[config.mk]
export PLATFORM = sky130hd
export DESIGN_NAME = fetch_unit
export DESIGN_NICKNAME = d
export VERILOG_FILES = /design/src/rtl/core_pkg.sv /design/src/rtl/fetch_fifo.sv /design/src/rtl/fetch_unit.sv
export SDC_FILE = /design/constraint.sdc
export NUM_CORES = 1
export LEC_CHECK = 0
export BUFFER_PORTS_ARGS = -buffer_cell sky130_fd_sc_hd__buf_2
export CAP_MARGIN = 5
export CORE_ASPECT_RATIO = 1.2
export CORE_UTILIZATION = 59
export DETAILED_ROUTE_END_ITERATION = 8
export GPL_ROUTABILITY_DRIVEN = 0
export PLACE_DENSITY_LB_ADDON = 0.3
export SETUP_SLACK_MARGIN = 0.2
export SLEW_MARGIN = 30
export SYNTH_ARGS = -nofsm -noshare
export SYNTH_HDL_FRONTEND = slang
export SYNTH_SLANG_ARGS = --single-unit
[constraint.sdc]
create_clock -name clk -period 3.05 [get_ports clk]
set_clock_uncertainty 0.05 [all_clocks]
set_input_delay 0.1525 -clock clk [delete_from_list [all_inputs] [get_ports clk]]
set_output_delay 0.1525 -clock clk [all_outputs]
set_load 0.005 [all_outputs]
[src/rtl/core_pkg.sv]
// Core-wide parameters shared by the fetch, decode and execute stages.
package core_pkg;

  localparam int unsigned DWidth  = 32;
  localparam logic [31:0] ResetPc = 32'h0;
  localparam int unsigned PcInc   = 4;

endpackage

[src/rtl/fetch_fifo.sv]
// Synchronous prefetch FIFO with a synchronous flush and an occupancy output.
// Each entry holds one {pc, instr} pair.
module fetch_fifo #(
  parameter int unsigned Width = 64,
  parameter int unsigned Depth = 4
) (
  input  logic                   clk,
  input  logic                   rst,
  input  logic                   flush_i,
  input  logic                   push_i,
  input  logic [Width-1:0]       wdata_i,
  input  logic                   pop_i,
  output logic [Width-1:0]       rdata_o,
  output logic [$clog2(Depth):0] level_o
);

  localparam int unsigned PtrW = $clog2(Depth);
  localparam int unsigned LvlW = PtrW + 1;

  logic [Width-1:0] mem_q [Depth];
  logic [Width-1:0] mem_d [Depth];
  logic [PtrW-1:0]  wr_ptr_q, wr_ptr_d;
  logic [PtrW-1:0]  rd_ptr_q, rd_ptr_d;
  logic [LvlW-1:0]  level_q, level_d;

  always_comb begin
    mem_d    = mem_q;
    wr_ptr_d = wr_ptr_q;
    rd_ptr_d = rd_ptr_q;
    level_d  = level_q;
    if (flush_i) begin
      wr_ptr_d = '0;
      rd_ptr_d = '0;
      level_d  = '0;
    end else begin
      if (push_i) begin
        mem_d[wr_ptr_q] = wdata_i;
        wr_ptr_d        = wr_ptr_q + PtrW'(1);
      end
      if (pop_i) begin
        rd_ptr_d = rd_ptr_q + PtrW'(1);
      end
      unique case ({push_i, pop_i})
        2'b10:   level_d = level_q + LvlW'(1);
        2'b01:   level_d = level_q - LvlW'(1);
        default: level_d = level_q;
      endcase
    end
  end

  always_ff @(posedge clk or negedge rst) begin
    if (!rst) begin
      for (int i = 0; i < int'(Depth); i++) begin
        mem_q[i] <= '0;
      end
      wr_ptr_q <= '0;
      rd_ptr_q <= '0;
      level_q  <= '0;
    end else begin
      mem_q    <= mem_d;
      wr_ptr_q <= wr_ptr_d;
      rd_ptr_q <= rd_ptr_d;
      level_q  <= level_d;
    end
  end

  assign rdata_o = mem_q[rd_ptr_q];
  assign level_o = level_q;

endmodule

[src/rtl/fetch_unit.sv]
// Instruction fetch stage: owns the PC, issues to a 1-cycle-latency instruction memory and
// queues returned {pc, instr} pairs for decode, with a redirect path that flushes everything.
module fetch_unit
  import core_pkg::*;
#(
  parameter int unsigned        D_WIDTH    = DWidth,
  parameter int unsigned        FIFO_DEPTH = 4,
  parameter logic [D_WIDTH-1:0] RESET_PC   = D_WIDTH'(ResetPc),
  parameter int unsigned        PC_INC     = PcInc
) (
  input  logic                        clk,
  input  logic                        rst,
  output logic                        imem_req,
  output logic [D_WIDTH-1:0]          imem_addr,
  input  logic [D_WIDTH-1:0]          imem_rdata,
  input  logic                        redirect_valid,
  input  logic [D_WIDTH-1:0]          redirect_pc,
  output logic                        out_valid,
  input  logic                        out_ready,
  output logic [D_WIDTH-1:0]          out_instr,
  output logic [D_WIDTH-1:0]          out_pc,
  output logic [$clog2(FIFO_DEPTH):0] out_level
);

  logic [D_WIDTH-1:0]   pc_q, pc_d;
  logic [D_WIDTH-1:0]   tag_q, tag_d;
  logic                 inflight_q, inflight_d;
  logic                 issue, push, pop, credit_ok;
  logic [2*D_WIDTH-1:0] head;

  assign pop = out_valid && out_ready;

  // Outstanding = queued entries + the response landing now - what decode drains this cycle.
  assign credit_ok = (32'(out_level) + 32'(inflight_q)) < (FIFO_DEPTH + 32'(pop));
  assign issue     = rst && !redirect_valid && credit_ok;

  // The response lands exactly one cycle after issue, so a redirect in that cycle kills it.
  assign push = inflight_q && !redirect_valid;

  assign out_valid = (out_level != '0) && !redirect_valid;
  assign imem_req  = issue;
  assign imem_addr = pc_q;
  assign {out_pc, out_instr} = head;

  always_comb begin
    pc_d       = pc_q;
    tag_d      = tag_q;
    inflight_d = issue;
    if (redirect_valid) begin
      pc_d = redirect_pc;
    end else if (issue) begin
      pc_d  = pc_q + D_WIDTH'(PC_INC);
      tag_d = pc_q;
    end
  end

  always_ff @(posedge clk or negedge rst) begin
    if (!rst) begin
      pc_q       <= RESET_PC;
      tag_q      <= '0;
      inflight_q <= 1'b0;
    end else begin
      pc_q       <= pc_d;
      tag_q      <= tag_d;
      inflight_q <= inflight_d;
    end
  end

  fetch_fifo #(
    .Width(2 * D_WIDTH),
    .Depth(FIFO_DEPTH)
  ) u_fifo (
    .clk    (clk),
    .rst    (rst),
    .flush_i(redirect_valid),
    .push_i (push),
    .wdata_i({tag_q, imem_rdata}),
    .pop_i  (pop),
    .rdata_o(head),
    .level_o(out_level)
  );

endmodule

---- Yosys cells after proc, flatten, opt, wreduce, memory -nomap -nowiden ----
Index checks and enable logic that the tools add are counted.
cells by class
  equal/unequal tests ..................... 2
  add/subtract/negate cells ............... 7
  mux-type cells .......................... 14
  bitwise logic cells ..................... 3
  order comparisons ....................... 4
  reduce and logical (&&, ||, !) cells .... 14
operator list
  cell                     number
  $bwmux W256              1
  $mux W64                 3
  $bmux W64 S2             1
  $demux W64 S2            1
  $mux W32                 2
  $add A32 B3 Y32 const B  1
  $mux W2                  4
  $ge A3 B3 Y1 const B     2
  $logic_and A1 B1 Y1      6
  $not A2 Y3               2
  $pmux W3 S2              1
  $reduce_bool A2 Y1       3
  $reduce_bool A3 Y1       2
  $add A2 B1 Y2 const B    2
  $add A3 B1 Y4            1
  $add A3 B1 Y4 const A    1
  $lt A4 B4 Y1             1
  $reduce_and A2 Y1        2
  $add A3 B1 Y3 const B    1
  $lt A3 B1 Y1 const B     1
  $mux W3                  1
  $sub A3 B1 Y3 const B    1
  $eq A2 B1 Y1 const B     1
  $eq A2 B2 Y1 const B     1
  2 further kinds          2
storage, ports and cells
  flip-flop bits (word level) ............. 328
  input bits .............................. 68
  word-level logic and storage cells ...... 54
  output and inout port bits .............. 101

---- Longest topological paths before layout ----
  depth after elaboration ................. 8
  gate-level depth with buffers ........... 8
  depth with buffers taken out ............ 7

---- By module ----
Synthesis repeated with hierarchy kept, for this count alone.
second synthesis, totals
  cells, all modules ...................... 1004
  area, all modules ....................... 16216.8 sq um
modules (own cells, without submodules)
  module      area each (sq um)  sequential area each (sq um)  times used  cells each
  fetch_fifo  12707.2            6581.3                        1           656
  fetch_unit  3509.6             1626.6                        1           348

---- Worst setup path before layout ----
OpenSTA, ideal clock, no wires.
  kind .................................... reg-to-reg
  start point ............................. register u_fifo.level_q[0] (netlist: u_fifo.level_o[0])
  end point ............................... register tag_q[21]
  clock period less this slack ............ 2.704 ns
  data arrival time ....................... 2.530 ns
  path slack .............................. 0.346 ns
  cell stages (with the launch flop) ...... 8
  data required time ...................... 2.875 ns
  path buffers ............................ 1
  setup time .............................. 0.125 ns
  cells stage by stage .................... dfrtp_1 ha_1 ha_1 or4b_4 o21a_4 nor3_2 buf_4 mux2_2
on the way
  word-level cells in the longest chain between the ends .. 7
  elaborated cells on any way between the ends .. 8
  classes of those cells .................. add/sub: 2; order compare: 1; reduce/logical: 5
RTL lines
  item                                    RTL line          RTL
  from (decl)                             fetch_fifo.sv:24  logic [LvlW-1:0] level_q, level_d;
  from (signal assigned)                  fetch_fifo.sv:63  level_q <= level_d;
  $reduce_bool A3 Y1                      fetch_unit.sv:40  assign out_valid = (out_level != '0) && !redirect_valid;
  $logic_and A1 B1 Y1                     fetch_unit.sv:40
  $logic_and A1 B1 Y1                     fetch_unit.sv:31  assign pop = out_valid && out_ready;
  $add A3 B1 Y4                           fetch_unit.sv:34  assign credit_ok = (32'(out_level) + 32'(inflight_q)) < (FIFO_DEPTH + 32'(pop));
  $lt A4 B4 Y1 (*)                        fetch_unit.sv:34
  $logic_and A1 B1 Y1 (*)                 fetch_unit.sv:35  assign issue = rst && !redirect_valid && credit_ok;
  via imem_req                            fetch_unit.sv:13  output logic imem_req,
  $reduce_and A2 Y1 (no source line) (*)  n/a
  to (signal assigned)                    fetch_unit.sv:64  tag_q <= tag_d;
  to (decl)                               fetch_unit.sv:26  logic [D_WIDTH-1:0] tag_q, tag_d;
Mark *: on every way through the listed nets, which the timed path passes. The rest lies on a longest branch.
A chain may end at the register's enable or synchronous reset.

---- Worst setup path in the final report ----
  start point ............................. register u_fifo.level_q[0] (netlist: u_fifo.level_o[0])
  end point ............................... output port imem_req
on the way
  word-level cells in the longest chain between the ends .. 6
  elaborated cells on any way between the ends .. 7
  classes of those cells .................. add/sub: 2; order compare: 1; reduce/logical: 4
RTL lines
  item                     RTL line
  $reduce_bool A3 Y1       fetch_unit.sv:40
  $logic_and A1 B1 Y1      fetch_unit.sv:40
  $logic_and A1 B1 Y1      fetch_unit.sv:31
  $add A3 B1 Y4            fetch_unit.sv:34
  $lt A4 B4 Y1 (*)         fetch_unit.sv:34
  $logic_and A1 B1 Y1 (*)  fetch_unit.sv:35
  to (decl)                fetch_unit.sv:13
Mark *: on every way between the ends. The rest lies on a longest branch, timed or not.

==> impl_results.md <==
- Run status: finished, final reports clean
- TritonCTS Buffers: 34
- Clock root cell: clkbuf_16
- Die Area: approximately 0.026 mm²
- Grt ovf: 0
- Most common cell on crit path: ha_1
- Cell variety after synth: 47
- Crit-path max cell delay: just under 500 ps
- Lkg Pwr: slightly above 8 nW
- Clock Latency Late Sink: about 500 ps
- Yosys Warn Count: 0
- Final hold vios: 0
- Pins over their slew limit: 0
- Cells after synthesis: 987
- Wire per inst: 21.5 µm
- Post-Route WL: roughly 34000 µm
- IO Count: 169
- DRT iter0 DRCs: 550
- Worst Setup EP: imem_req
- Die X: around 150 µm
- Crit path capture type: primary output
- Total GRT Usage: about 28%
- First drt pass iteration count: 7
- R2R Path Start: u_fifo.level_o[0]
- Number of port buffers: approximately 170
- First-pass GRT wire length: 55300 µm
- Critical R2R Capture: imem_addr[24]
- Worst EP required: ~2900 ps
- Num rows: 63
- Critical path fanouts, max: 2
- Detailed-route vias per instance: about 6.1
- Post-detail-place hpwl: ~20000 µm
- Critical Path Slowest Stage Cell: or4b_4
- Worst Tran Pin Value: ~970 ps
- Critical setup path kind: reg2out
- Seq cells post-synth: 328
- Worst Path Arrival: between 2000 and 3000 ps
- CTS tree: built
- Die Span Y: between 150 and 200 µm
- Fin crit period: around 2700 ps
- Startpoint types: flip-flop
- Synthesized area per cell: between 10 and 15 µm²
- Via Count: 9591
- RSZ-0062 raised after global routing: no
- Number of global-route vias before repair: 10200
- Synthesized area: roughly 0.015 mm²
- Placeable Area: about 0.025 mm²
- Post-route design area: around 0.018 mm²
- Synth async-reset ratio: 100%
- Commonest non-fill, non-tap cell in the layout: dfrtp_1
- Critical-path cell list: ha_1 > ha_1 > or4b_4 > o21a_4 > nor3_4 > buf_6 > buf_2
- R2R Setup Slk: roughly 360 ps
- PwrDens: 710 mW/mm²
- VDD IR max: 0.400 mV
- Final cycle utilization of the critical path: around nine tenths
- Area grow syn2layout: 21.6%
- Crit. path cell count: 7
- R2R cell count: 7
- Synthesized Nets: roughly 1100
- Clock sink count: between 300 and 400
- H-tree Lvls: 2
- Post-synth EDFFs: 0
- Deepest clock path buffer count: 3
- Main flop type after synthesis: dfrtp_1
- Final setup TNS: 0 ps
- Hold crit path type: in2async
- Final worst slack: 311 ps
- Initial core utilization: between 50% and 60%
- Fmax: 0.365 GHz
- Fill count: roughly 1600
- Post-route ant nets: 0
- Post-synthesis sequential area ratio: ~56%
- Delay-heaviest family, CP: simple AND/OR/NAND/NOR gates
- Most frequent cells in the layout: dfrtp_1 (326), mux2_2 (291), buf_2 (167)
- Worst Setup SP: u_fifo.level_o[0]
- Worst-path clk slew: around 70 ps
- Drt drc: 0
- Setup WS pre-CTS: 215 ps
- Final net count: 1299
- Initial antenna violation count: 0
- Max-slew headroom: a little over a third
- Placed cell area: approximately 0.016 mm²
- Final Setup Violations: 0
- Layout cells sized above 1: roughly half
- Largest net degree at the start of global routing: 155
- Max-Cap Viols: 0
- Ant diodes: 0
- Crit path buffers/inverters: 2
-- registers in the layout, indices dropped and copies added, names as in the netlist --
name             cells
u_fifo.mem_q       256
imem_addr           32
tag_q               32
u_fifo.level_o       3
u_fifo.rd_ptr_q      2
u_fifo.wr_ptr_q      2
inflight_q           1
-- through the flow --
step	total power, mW	instances	util (%)	hold WS, ps
after floorplan	7.46	987	-	-193
after global placement	8.42	1438	65.1	-56.5
after detailed placement	8.57	1439	65.2	-56.4
after CTS	12.9	1570	72.7	99.7
after global routing	13.3	1572	72.8	86.3
final	12.8	1572	72.8	93.0
-- cell families after synthesis --
logic type,share of synthesized area (%)
fa+ha+maj,0.729
buf+inv,2.13
compound gates,3.84
mux,32.0
simple gates,5.47
flops,55.6
xor+xnor,0.178
-- repair_timing --
| item | 4_1_cts | 5_1_grt |
|---|---|---|
| hold buffers | 67 | 0 |
| endpoints found under the setup margin | 3 | 1 |
| hold endpoints to repair | 297 | 0 |
| pin swaps | 0 | 2 |
| cloned | 2 | 0 |
| buffers inserted | 2 | 2 |
| gates resized for setup | 1 | 0 |
-- report_power, final --
group	switching [mW]	leakage (nW)	internal (mW)
combinational	0.997	3.49	1.64
sequential	0.652	4.17	5.30
clock	1.65	0.556	2.51
-- area by class of cell --
class	count	area, µm²	share of cell area [%]
flip-flops and latches	328	8220	45.8
clock inverters	6	60.1	0.335
repair buffers	267	1880	10.5
well taps	325	407	2.27
multi-input cells	586	6290	35.0
inverters	6	22.5	0.125
clock buffers	54	1080	6.01
-- cell usage after synthesis (8+ instances only) --
| cell | number | share of area (%) |
|---|---|---|
| o31ai_1 | 12 | 0.61 |
| nand3_1 | 16 | 0.54 |
| nand2_1 | 14 | 0.36 |
| a31oi_1 | 17 | 0.72 |
| or4_1 | 16 | 0.81 |
| mux4_2 | 64 | 9.8 |
| o21ai_0 | 8 | 0.27 |
| nor2b_1 | 8 | 0.34 |
| nor2_1 | 31 | 0.79 |
| mux2_2 | 291 | 22 |
| nand4_1 | 12 | 0.51 |
| dfrtp_1 | 328 | 56 |
| clkbuf_1 | 52 | 1.3 |
| and3_1 | 9 | 0.38 |
-- routing by layer --
| layer | GRT usage [%] | up-vias | routed length [µm] |
|---|---|---|---|
| met5 | 0 | - | 0 |
| met2 | 46.8 | 310 | 16900 |
| met4 | 8.85 | 0 | 883 |
| met3 | 4.13 | 70 | 1540 |
| li1 | - | 4224 | - |
| met1 | 37.1 | 4987 | 14400 |
-- worst min-delay path by stage --
| stage | from | endpoint | slack, ps |
|---|---|---|---|
| global route | rst | u_fifo.mem_q[96] | 90 |
| CTS | rst | u_fifo.mem_q[96] | 100 |
| global placement | rst | u_fifo.mem_q[32] | -60 |
| detailed placement | rst | u_fifo.mem_q[96] | -60 |
| finish | rst | imem_addr[5] | 90 |
| floorplan | rst | imem_addr[0] | -190 |
(Power assumes the default switching activity.)
